--- src/rtl/word_pkg.sv ---
// word_pkg: letter patterns, word table and FSM states shared by the
// HELLO word sequencer and the matching word detector.
package word_pkg;

    localparam logic [7:0] H_SEG     = 8'b10001001;
    localparam logic [7:0] E_SEG     = 8'b10000110;
    localparam logic [7:0] L_SEG     = 8'b11000111;
    localparam logic [7:0] O_SEG     = 8'b10100011;
    localparam logic [7:0] BLANK_SEG = 8'hFF;

    localparam int WORD_LEN = 5;

    localparam logic [7:0] WORD [WORD_LEN] =
        '{H_SEG, E_SEG, L_SEG, L_SEG, O_SEG};

    typedef logic [2:0] idx_t;

    localparam idx_t LAST_IDX = idx_t'(WORD_LEN - 1);

    typedef enum logic [1:0] {
        IDLE,
        SPELL,
        DONE
    } seq_state_t;

    // Out-of-range indices fall back to a blank display.
    function automatic logic [7:0] letter_seg(input idx_t idx);
        logic [7:0] seg;
        seg = BLANK_SEG;
        for (int i = 0; i < WORD_LEN; i++) begin
            if (idx == idx_t'(i)) seg = WORD[i];
        end
        return seg;
    endfunction

endpackage

--- src/rtl/slot_timer.sv ---
// slot_timer: loadable down-counter with hold; tc is registered and
// high in the cycle where the count sits at zero after a live step.
module slot_timer #(
    parameter int GAP_CYCLES = 50_000_000
) (
    input  logic clk,
    input  logic reset_n,
    input  logic load,
    input  logic run,
    input  logic hold,
    output logic zero,
    output logic tc
);

    localparam int W = (GAP_CYCLES > 1) ? $clog2(GAP_CYCLES) : 1;
    localparam logic [W-1:0] RELOAD = W'(GAP_CYCLES - 1);

    logic [W-1:0] count;

    // Reload on a new slot, otherwise count down unless held.
    always_ff @(posedge clk or negedge reset_n) begin
        if (!reset_n) begin
            count <= '0;
            tc    <= 1'b0;
        end else if (load) begin
            count <= RELOAD;
            tc    <= (RELOAD == '0);
        end else if (run && !hold && count != '0) begin
            count <= count - W'(1);
            tc    <= (count == W'(1));
        end else begin
            tc    <= 1'b0;
        end
    end

    assign zero = (count == '0);

endmodule

--- src/rtl/word_sequencer.sv ---
// word_sequencer: spells H-E-L-L-O as 7-segment patterns, one letter per
// GAP_CYCLES slot. Optional repeat mode via WORD_SEQ_LOOP_EN (loop_en).
module word_sequencer
    import word_pkg::*;
#(
    parameter int GAP_CYCLES = 50_000_000
) (
    input  logic       clk,
    input  logic       reset_n,
    input  logic       start,
    input  logic       abort,
    input  logic       hold,
`ifdef WORD_SEQ_LOOP_EN
    input  logic       loop_en,
`endif
    output logic [7:0] char2seg,
    output logic       letter_done_pulse,
    output logic       busy,
    output logic       word_done_pulse
);

    seq_state_t state;
    seq_state_t state_n;
    idx_t       idx;
    idx_t       idx_n;
    logic       load;
    logic       run;
    logic       done_n;
    logic       zero;
    logic       wrap;

`ifdef WORD_SEQ_LOOP_EN
    assign wrap = loop_en;
`else
    assign wrap = 1'b0;
`endif

    slot_timer #(
        .GAP_CYCLES(GAP_CYCLES)
    ) u_timer (
        .clk    (clk),
        .reset_n(reset_n),
        .load   (load),
        .run    (run),
        .hold   (hold),
        .zero   (zero),
        .tc     (letter_done_pulse)
    );

    // State, index and the registered display/status outputs.
    always_ff @(posedge clk or negedge reset_n) begin
        if (!reset_n) begin
            state           <= IDLE;
            idx             <= '0;
            char2seg        <= BLANK_SEG;
            busy            <= 1'b0;
            word_done_pulse <= 1'b0;
        end else begin
            state           <= state_n;
            idx             <= idx_n;
            char2seg        <= (state_n == SPELL) ? letter_seg(idx_n)
                                                  : BLANK_SEG;
            busy            <= (state_n == SPELL);
            word_done_pulse <= done_n;
        end
    end

    // Next state, letter index and timer control.
    always_comb begin
        state_n = state;
        idx_n   = idx;
        load    = 1'b0;
        done_n  = 1'b0;
        run     = (state == SPELL) && !abort;
        unique case (state)
            IDLE, DONE: begin
                state_n = IDLE;
                idx_n   = '0;
                if (start && !abort) begin
                    state_n = SPELL;
                    load    = 1'b1;
                end
            end
            SPELL: begin
                if (abort) begin
                    state_n = IDLE;
                    idx_n   = '0;
                end else if (!hold && zero) begin
                    if (idx == LAST_IDX) begin
                        done_n = 1'b1;
                        idx_n  = '0;
                        if (wrap) begin
                            load = 1'b1;
                        end else begin
                            state_n = DONE;
                        end
                    end else begin
                        idx_n = idx + idx_t'(1);
                        load  = 1'b1;
                    end
                end
            end
            default: begin
                state_n = IDLE;
                idx_n   = '0;
            end
        endcase
    end

endmodule
--- config.mk ---
export PLATFORM = sky130hd
export DESIGN_NAME = word_sequencer
export DESIGN_NICKNAME = d
export VERILOG_FILES = /design/src/rtl/word_pkg.sv /design/src/rtl/slot_timer.sv /design/src/rtl/word_sequencer.sv
export SDC_FILE = /design/constraint.sdc
export NUM_CORES = 1
export LEC_CHECK = 0
export BUFFER_PORTS_ARGS = -buffer_cell sky130_fd_sc_hd__buf_2
export CAP_MARGIN = 15
export CORE_ASPECT_RATIO = 0.8
export CORE_MARGIN = 10
export CORE_UTILIZATION = 25
export DETAILED_ROUTE_END_ITERATION = 6
export PLACE_DENSITY_LB_ADDON = 0.15
export SYNTH_ARGS = -nofsm -noshare
export SYNTH_HDL_FRONTEND = slang
export SYNTH_HIERARCHICAL = 1
export SYNTH_SLANG_ARGS = --single-unit
--- constraint.sdc ---
create_clock -name clk -period 4.3 [get_ports clk]
set_clock_uncertainty 0.2 [all_clocks]
set_input_delay 0.43 -clock clk [delete_from_list [all_inputs] [get_ports clk]]
set_output_delay 0.43 -clock clk [all_outputs]
set_load 0.01 [all_outputs]
==> impl_metrics.csv <==
group,metric,value,unit
run_status,status,"finished, final reports clean",
logic_synthesis,synth-edff-count,0,
global_route,met2_usage,0.116,
worst_setup_path,reg2reg_to,"u_timer/tc",
global_route,busiest_layer,"met2",
power,finalPower,0.849,mW
global_route,grt_max_degree,42,
drt,viasPerCell,4.84,
sta,period_share,0.808,
sta,final.setup.tns,0,ns
logic_synthesis,synth_seq_cells,41,
floorplanning,ios,16,
place,dpl_worst_slack,0.778,ns
clock_tree,cts_hold_buf,0,
worst_setup_path,critPathKind,"reg2reg",
sta,finalSetupViolations,0,
power,peakVddDrop,0.114,mV
logic_synthesis,synth_cells,226,
global_route,met3_usage,0.0223,
final_layout,fin_cells,352,
sta,finalWorstSetupSlack,0.824,ns
logic_synthesis,ys_dominant_reg_cell,"dfrtp_1",
final_layout,final_cell_mix,"34 x dfrtp_1, 25 x nor2_1, 14 x nand2b_1, 14 x xor2_1, 14 x buf_2",
global_route,gr-usage-all-layers,0.0803,
power,power.leakage,0.901,nW
clock_tree,clk_pin_slew_worst_paths,0.06,ns
final_layout,fillers,957,
floorplanning,fp.dieH,106,um
sta,min_period,3.48,ns
worst_setup_path,critPathArrivalTime,3.44,ns
worst_setup_path,r2r_setup_slack,0.82,ns
drt,post_drt_wl_per_cell,15.1,um
clock_tree,clock-sinks,41,
drt,dr_total_vias,1702,
clock_tree,htreeDepth,2,
sta,drv_slew,0,
drt,antenna_left,0,
logic_synthesis,synth_nets,235,
clock_tree,clk_path_buf_depth,2,
place,port_buffers,14,
logic_synthesis,yosysUniqueCellTypes,56,
place,place_congestion,0.779,
sta,relSlewSlack,0.362,
worst_setup_path,rr_worst_depth,9,
final_layout,final_area,2620,um2
final_layout,area_growth_syn_to_layout,12.8,%
sta,fin_hold_ws,0.104,ns
drt,drt-total-wl,5.30,mm
logic_synthesis,syn_area,2320,um2
drt,drc_errors,0,
global_route,grt_pass1_vias,1651,
logic_synthesis,avgSynthCellArea,10.3,um2
final_layout,layout.nets,245,
floorplanning,die_area,13600,um2
floorplanning,core,9040,um2
sta,hold_violations,0,
final_layout,finish.utilization,0.289,
final_layout,final_common_cell,"dfrtp_1",
clock_tree,clk_latency,0.28,ns
global_route,gr-usage-met1,0.115,
clock_tree,cts.repair.resized,0,
logic_synthesis,ys_seq_area_frac,0.446,
drt,first_pass_iters,4,
worst_setup_path,crit_fanout,31,
logic_synthesis,ys_async_sr_fraction,1.00,
global_route,grt_pass1_wl,8.96,mm
worst_setup_path,start_kind,"flip-flop",
global_route,overflow,0,
sta,tightest_slew,0.957,ns
clock_tree,root_buffer,"clkbuf_16",
clock_tree,cts_made_buffers,5,
clock_tree,cts_setup_buffers,0,
global_route,antenna_found_initial,0,
final_layout,antennaDiodeCount,0,
floorplanning,rows,31,
logic_synthesis,yosysWarningCount,6,
power,power_density,325,nW/um2
hold_path,hold_path_class,"in2async",
drt,first_iter_violations,140,
floorplanning,die_w,128,um
clock_tree,cts_tree,"yes",
place,placed_cell_area,2470,um2
floorplanning,initial_utilization,0.257,
worst_setup_path,critPathCaptureType,"flip-flop",
sta,rsz0062_at_grt,"no",
worst_setup_path,crit_required,4.26,ns
place,dp_hpwl,3.61,mm
final_layout,drive_above_1_share,0.198,
sta,fmax,288,MHz
run,drv_cap,0,
place,dpl.cell_count,344,
worst_setup_path,r2r_start,"u_timer/count[17]",
## worst max path at each step
stage	slack [ns]	depth (start not counted)	from	to
2_1_floorplan	0.96	11	u_timer/count[17]	u_timer/count[13]
3_3_place_gp	0.88	9	u_timer/count[17]	u_timer/tc
3_5_place_dp	0.78	9	u_timer/count[17]	u_timer/tc
4_1_cts	0.79	9	u_timer/count[17]	u_timer/tc
5_1_grt	0.38	8	u_timer/count[17]	u_timer/count[13]
6_report	0.82	9	u_timer/count[17]	u_timer/tc
## per-layer routing
metal	part of all wire	routed length (um)
met1	0.52	2770
met2	0.44	2340
met3	0.030	158
met4	0.0051	27
met5	0	0
## cells by family (layout without fill, tap and decap cells)
group / after synthesis / count (layout) / share of synthesized area
buffers and inverters: 17 / 28 / 0.0388
adder cells (fa/ha/maj): 4 / 4 / 0.0216
AND/OR/NAND/NOR: 107 / 107 / 0.283
other: 1 / 1 / 0.00162
multiplexers: 6 / 6 / 0.0259
flip-flops: 41 / 41 / 0.446
AO/OA/AOI/OAI: 32 / 32 / 0.112
XOR/XNOR: 18 / 18 / 0.0712
## cells in the mapped netlist, drive strengths merged, types with 3 or more instances
master / instances / area share
or4b: 3 / 0.013
buf: 6 / 0.021
nand3: 3 / 0.0065
xor2: 15 / 0.060
dfstp: 7 / 0.079
o31ai: 4 / 0.019
or4: 5 / 0.019
xnor2: 3 / 0.011
or3b: 4 / 0.016
nor2b: 8 / 0.023
or3: 3 / 0.0081
o211ai: 7 / 0.023
dfrtp: 34 / 0.37
nor2: 25 / 0.040
nor4: 12 / 0.042
o21ai: 8 / 0.024
inv: 5 / 0.0081
nand2: 6 / 0.0097
ha: 4 / 0.022
mux2i: 6 / 0.026
nor3: 12 / 0.026
clkbuf: 6 / 0.0097
nand2b: 14 / 0.038
a21oi: 4 / 0.0086
## cell type report
class | instances | area, um2 | area share
multi-input cells | 168 | 1190 | 0.457
flip-flops and latches | 41 | 1030 | 0.396
clock buffers | 8 | 146 | 0.0560
well taps | 115 | 144 | 0.0550
repair buffers | 15 | 77.6 | 0.0297
inverters | 5 | 18.8 | 0.00717
## power breakdown
part | internal (mW) | total (mW) | switching [mW]
sequential | 0.402 | 0.410 | 0.00762
combinational | 0.0249 | 0.0639 | 0.0389
clock | 0.232 | 0.376 | 0.144
## registers in the layout (all words and copies together) (netlist names)
register / count
busy: 1
char2seg: 7
idx: 3
state: 2
u_timer/count: 26
u_timer/tc: 1
word_done_pulse: 1
## worst max-delay path, cell delays in order, from the launching register on
cell and delay [ns]:
dfrtp_1 0.44, nor4_1 0.69, nand3_1 0.14, buf_4 0.24, nor4_1 0.32, nor2b_2 0.45
a31o_2 0.61, nor4b_1 0.12, nand2_1 0.09, nor3_1 0.05
Note: power is estimated with default switching activity, not from simulation.
